`config.mk`:
```
export PLATFORM = sky130hd
export DESIGN_NAME = fetch_queue
export DESIGN_NICKNAME = d
export VERILOG_FILES = /design/src/rtl/fetch_queue.sv
export SDC_FILE = /design/constraint.sdc
export NUM_CORES = 1
export LEC_CHECK = 0
export BUFFER_PORTS_ARGS = -buffer_cell sky130_fd_sc_hd__buf_2
export CELL_PAD_IN_SITES_DETAIL_PLACEMENT = 2
export CELL_PAD_IN_SITES_GLOBAL_PLACEMENT = 2
export CORE_MARGIN = 5
export CORE_UTILIZATION = 46
export CTS_CLUSTER_SIZE = 28
export DETAILED_ROUTE_END_ITERATION = 7
export GPL_ROUTABILITY_DRIVEN = 0
export PLACE_DENSITY_LB_ADDON = 0.1
export SLEW_MARGIN = 10
export SYNTH_ARGS = -nofsm -noshare
export SYNTH_HDL_FRONTEND = slang
export SYNTH_SLANG_ARGS = --single-unit
```
`constraint.sdc`:
```
create_clock -name clk -period 4.4 [get_ports clk]
set_input_delay 0 -clock clk [delete_from_list [all_inputs] [get_ports clk]]
set_output_delay 0 -clock clk [all_outputs]
set_load 0.05 [all_outputs]
```
`src/rtl/fetch_queue.sv`:
```
// Decoupling queue of {pc, instr} pairs between instruction fetch and the IF->OF register.
// First-word-fall-through read side, whole-queue discard on branch redirect.
module fetch_queue #(
    parameter int DEPTH = 4,
    parameter int XLEN  = 32
) (
    input  logic                       clk,
    input  logic                       resetn,
    input  logic                       flush,
    input  logic                       push_valid,
    input  logic [XLEN-1:0]            push_pc,
    input  logic [XLEN-1:0]            push_instr,
    output logic                       push_ready,
    output logic                       pop_valid,
    output logic [XLEN-1:0]            pop_pc,
    output logic [XLEN-1:0]            pop_instr,
    input  logic                       pop_ready,
    output logic [$clog2(DEPTH):0]     count,
    output logic [15:0]                flush_drops
);

    localparam int PTR_W = $clog2(DEPTH);
    localparam int CNT_W = PTR_W + 1;
    localparam logic [CNT_W-1:0] FULL_CNT = CNT_W'(DEPTH);

    logic [XLEN-1:0]  r_pc_mem    [DEPTH];
    logic [XLEN-1:0]  r_instr_mem [DEPTH];
    logic [PTR_W-1:0] r_rd_ptr;
    logic [PTR_W-1:0] r_wr_ptr;
    logic [CNT_W-1:0] r_count;
    logic [15:0]      r_flush_drops;

    logic w_push_fire;
    logic w_pop_fire;
    logic w_empty;
    logic w_full;

    function automatic logic [15:0] sat_add_drops(input logic [15:0] acc,
                                                  input logic [CNT_W-1:0] add);
        logic [16:0] sum;
        sum = {1'b0, acc} + 17'(add);
        return sum[16] ? 16'hFFFF : sum[15:0];
    endfunction

    // Handshakes come from registered occupancy only, so pop_ready never reaches push_ready.
    assign w_empty     = (r_count == '0);
    assign w_full      = (r_count == FULL_CNT);
    assign push_ready  = !w_full;
    assign pop_valid   = !w_empty;
    assign w_push_fire = push_valid && push_ready;
    assign w_pop_fire  = pop_valid && pop_ready;

    assign pop_pc      = w_empty ? '0 : r_pc_mem[r_rd_ptr];
    assign pop_instr   = w_empty ? '0 : r_instr_mem[r_rd_ptr];
    assign count       = r_count;
    assign flush_drops = r_flush_drops;

    // Storage is never cleared; only pointers and occupancy decide what is visible.
    always_ff @(posedge clk) begin
        if (resetn && !flush && w_push_fire) begin
            r_pc_mem[r_wr_ptr]    <= push_pc;
            r_instr_mem[r_wr_ptr] <= push_instr;
        end
    end

    always_ff @(posedge clk) begin
        if (!resetn) begin
            r_rd_ptr      <= '0;
            r_wr_ptr      <= '0;
            r_count       <= '0;
            r_flush_drops <= '0;
        end else if (flush) begin
            // Same-cycle push belongs to the wrong path and is dropped with the rest.
            r_rd_ptr      <= '0;
            r_wr_ptr      <= '0;
            r_count       <= '0;
            r_flush_drops <= sat_add_drops(r_flush_drops, r_count);
        end else begin
            if (w_push_fire) begin
                r_wr_ptr <= r_wr_ptr + 1'b1;
            end
            if (w_pop_fire) begin
                r_rd_ptr <= r_rd_ptr + 1'b1;
            end
            case ({w_push_fire, w_pop_fire})
                2'b10:   r_count <= r_count + 1'b1;
                2'b01:   r_count <= r_count - 1'b1;
                default: r_count <= r_count;
            endcase
        end
    end

endmodule
```
-- Word level (Yosys, flattened, before mapping)
Memory sizes are Yosys's and may differ from the RTL's. A register that Yosys moved wholly into a read port is not among the register bits.
Index checks and enable logic that the tools add are counted.
- memories kept: 2
- flip-flop bits (word level): 23
- word-level logic and storage cells: 35
- input bits: 69
- memory bits (writable): 256
- memories (memory ; words ; width ; rd ports ; clocked after Yosys merged registers in ; wr ports ; RTL line ; RTL):
    r_instr_mem ; 4 ; 32 ; 1 ; 1 ; 1 ; 27 ; logic [XLEN-1:0] r_instr_mem [DEPTH];
    r_pc_mem ; 4 ; 32 ; 1 ; 1 ; 1 ; 26 ; logic [XLEN-1:0] r_pc_mem [DEPTH];
- bitwise logic cells: 1
- reductions and logical operators: 10
- eq/ne operators: 3
- muxes and demuxes: 10
- add/sub/neg operators: 5
- operators by type and width (kind ; number):
    32-bit 2-to-1 mux ; 2
    16-bit by 3-bit adder with 17-bit output ; 1
    16-bit 2-to-1 mux ; 1
    2-bit 2-to-1 mux ; 4
    3-bit one-hot mux with 2 select lines ; 1
    2-bit by 1-bit adder with 2-bit output (second input constant) ; 2
    1-bit logical AND ; 4
    3-bit by 1-bit adder with 3-bit output (second input constant) ; 1
    3-bit == test (second input constant) ; 1
    1-bit zero test ; 3
    3-bit zero test ; 1
    3-bit by 1-bit subtractor with 3-bit output (second input constant) ; 1
    2-bit by 1-bit == test with 1-bit output (second input constant) ; 1
    2-bit == test (second input constant) ; 1
    1-bit 2-to-1 mux ; 2
    2-bit nonzero test ; 1
    2-bit OR reduction ; 1
    1-bit inverter ; 1

-- Longest topological paths before layout
- depth after elaboration: 6
- depth in mapped cells: 9
- gate-level depth less buffers: 9

-- Least setup slack after synthesis
OpenSTA, ideal clock, no wires.
- kind: flip-flop to flip-flop
- from: reg r_count[0], in the netlist count[0]
- to: mem r_instr_mem[0][0], enable pin
- cell stages (with the launch flop): 6
- setup slack: 0.717 ns
- period minus slack after synthesis: 3.683 ns
- data arrival time: 3.254 ns
- path through: dfxtp_1 -> inv_1 -> nand3_1 -> nand2_1 -> nor2_1 -> and2_1
- word-level cells in the longest chain between the ends: 6
- ends and longest elaborated chain (element ; RTL line ; RTL):
    from (decl) ; 30 ; logic [CNT_W-1:0] r_count;
    from (signal assigned) ; 86 ; 2'b10: r_count <= r_count + 1'b1;
    from (signal assigned) ; 87 ; 2'b01: r_count <= r_count - 1'b1;
    from (signal assigned) ; 88 ; default: r_count <= r_count;
    3-bit == test ; 47 ; assign w_full = (r_count == FULL_CNT);
    1-bit zero test ; 48 ; assign push_ready = !w_full;
    named net push_ready ; 13 ; output logic push_ready,
    1-bit logical AND ; 50 ; assign w_push_fire = push_valid && push_ready;
    1-bit logical AND ; 60 ; if (resetn && !flush && w_push_fire) begin
    1-bit 2-to-1 mux ; 60 ;
    1-bit 2-to-1 mux (not written as such) ; 62 ; r_instr_mem[r_wr_ptr] <= push_instr;
    to (decl) ; 27 ;
The timed path passes the listed nets, and every way through them passes these cells.

==> summary.md <==
| Metric | Value |
|---|---|
| Detail Placement HPWL | 16700 µm |
| Vias/cell | 5.36 |
| CTS root buffer | clkbuf_16 |
| Post-synthesis sequential element count | 281 |
| Net Count, Synth | 621 |
| Final period util | 64.0% |
| # Max-Cap Violations | 0 |
| Clock tree from TritonCTS | built |
| Io pins | 154 |
| Critical path type | reg -> out |
| Max Slew Vio Count | 0 |
| Yosys cell types | 36 |
| Final non-filler cell area | 13600 µm² |
| Yosys warns | 0 |
| # setup viols final | 0 |
| NumNets Final | 852 |
| Worst hold slack | 0.209 ns |
| Leak | 4.80 nW |
| Routed via count | 5983 |
| Synthesized area per cell | 20.1 µm² |
| Post-route ant nets | 0 |
| Die area | 26800 µm² |
| Die Wd | 164 µm |
| Synthesized instance count | 542 |
| Layout Skew | 0.0263 ns |
| First drt pass iteration count | 4 |
| Sink Count | 281 |
| Initial DRC Count | 413 |
| Clock slew at the register clock pins of the worst setup and hold paths | 0.06 ns |
| Power Dens Cells | 430 nW/µm² |
| Data required time of the critical path | 4.40 ns |
| Worst r2r path cells | 5 |
| Pin count of the biggest net entering global routing | 66 |
| CTS Buf Count | 30 |
| Arr. time, crit path | 2.82 ns |
| Skew-Pair Late Insertion Delay | 0.55 ns |
| Hold Crit Depth | 2 |
| CP max FO | 31 |
| Via count of the first global-routing pass | 6961 |
| H-tree levels | 1 |
| Initial antenna violation count | 2 |
| Remaining Overflow, GRT | 0 |
| Worst-margin pin slew | 1.03 ns |
| Startpoint Class | flip-flop |
| Area delta synth->final | 24.8% |
| Mean routed wirelength per cell | 27.6 µm |
| Seq/Total Area, Yosys | 75.2% |
| Setup TNS | 0 ns |
| DIE HEIGHT | 164 µm |
| Synthesized cell area | 10900 µm² |
| Maximum clock rate | 355 MHz |
| Max Buffers Root-to-Sink | 3 |
| Fin. Hold Viols | 0 |
| Commonest cells after routing, fill and taps aside | edfxtp_1 (256), buf_2 (153), dlygate4sd3_1 (68) |
| Share of cells above drive strength 1 | 34.4% |
| Most common cell after layout, fill and taps aside | edfxtp_1 |
| Filler cells | 2042 |
| Row count | 56 |
| Slew headroom | 31.3% |
| Setup ws final | 1.58 ns |
| Port Buffers | 153 |
| Worst Hold Class | in -> reg |
| Initial Util | 46.5% |
| Resize count post-CTS | 0 |
| Worst IR Drop VDD | 302 µV |
| RSZ-0062 raised after global routing | false |
| GRT Total Usage | 23.4% |
| Final Core Density | 58.1% |
| Min Tclk post-route | 2.82 ns |
| Placement Cell Area | 12000 µm² |
| Outcome | finished, final reports clean |
| CORE AREA | 23400 µm² |
| First-pass GRT wire length | 46300 µm |
| Placement Setup Slack | 1.94 ns |
| Routed WL | 30800 µm |
| Drt drc | 0 |
| Worst setup EP type | output pin |
==> final timing paths <==
check	start	endpoint	slack [ns]
setup / recovery	flip-flop	pop_instr[2]	1.58
hold / removal	push_instr[24]	r_instr_mem[0][24]	0.21
setup reg to reg	count[1]	r_instr_mem[2][5]	1.91
hold reg to reg	r_wr_ptr[1]	r_wr_ptr[1]	0.53
==> kinds of logic after synthesis <==
group,share of synthesized area (%)
xor+xnor,1.29
fa+ha+maj,1.29
simple gates,6.10
flops,75.2
buf+inv,1.33
compound gates,1.24
mux,13.5
==> metrics by stage <==
step           cells  total power (W)
2_1_floorplan    542          0.00325
3_3_place_gp     992          0.00337
3_5_place_dp     992          0.00340
4_1_cts         1116          0.00582
5_1_grt         1117          0.00605
6_report        1117          0.00584
==> sequential cells by signal (all words and copies together), names as in the netlist, named ones only <==
signal       count
r_instr_mem    128
flush_drops     16
count            3
r_wr_ptr         2
r_pc_mem       128
r_rd_ptr         2
==> report_power, final <==
part | internal, W | switching, W
Combinational | 0.000147 | 0.000291
Clock | 0.00140 | 0.00105
Sequential | 0.00294 | 0.0000182
==> cells in the mapped netlist <==
cell / number / area (µm²)
buf_4: 1 / 7.51
buf_2: 7 / 35.0
mux2i_1: 3 / 30.0
fa_1: 2 / 40.0
dlygate4sd1_1: 1 / 8.76
xor2_1: 10 / 87.6
and2_1: 70 / 438
and3_2: 1 / 7.51
nor2_1: 12 / 45.0
or3_1: 2 / 12.5
nor3b_2: 1 / 12.5
and4bb_2: 1 / 12.5
a31oi_1: 1 / 6.26
clkbuf_1: 12 / 45.0
or2_4: 1 / 8.76
dfxtp_1: 25 / 500
nand4_2: 1 / 12.5
a211oi_1: 1 / 7.51
edfxtp_1: 256 / 7690
nand4_1: 1 / 6.26
mux4_2: 64 / 1440
o21ai_0: 3 / 15.0
nor3_1: 1 / 5.00
o311a_1: 1 / 10.0
a21oi_1: 17 / 85.1
a41o_2: 1 / 11.3
nand2_1: 12 / 45.0
buf_6: 1 / 11.3
nand2_2: 1 / 6.26
nand3_1: 6 / 30.0
inv_1: 7 / 26.3
nand2b_1: 1 / 6.26
xnor2_1: 6 / 52.6
ha_1: 8 / 100
nor3_4: 1 / 16.3
buf_1: 3 / 11.3
==> routing by layer <==
| metal | vias up | global-route usage [%] | wire length, µm |
|---|---|---|---|
| met5 | - | 0 | 0 |
| met4 | 0 | 6.14 | 766 |
| met3 | 48 | 3.51 | 1420 |
| met2 | 192 | 41.6 | 16300 |
| met1 | 3140 | 30.4 | 12300 |
| li1 | 2603 | - | - |
==> cell type report <==
| class | instances | area [µm²] | area share [%] |
|---|---|---|---|
| diodes | 1 | 2.50 | 0.0184 |
| well taps | 319 | 399 | 2.94 |
| inverters | 7 | 26.3 | 0.193 |
| repair buffers | 224 | 1470 | 10.8 |
| flip-flops and latches | 281 | 8200 | 60.3 |
| clock inverters | 10 | 68.8 | 0.507 |
| clock buffers | 46 | 862 | 6.35 |
| multi-input cells | 229 | 2560 | 18.9 |
==> repair_timing <==
action | 4_1_cts | 5_1_grt
hold buffers | 68 | 0
setup buffers | 0 | 0
endpoints found under the hold margin | 267 | 0
==> worst max-delay path, stage by stage (launching register included) <==
cell and delay, ns:
dfxtp_4 0.76, buf_4 0.48, mux4_2 0.58, and2_1 0.19, buf_2 0.22
Note: power is estimated with default switching activity, not from simulation.
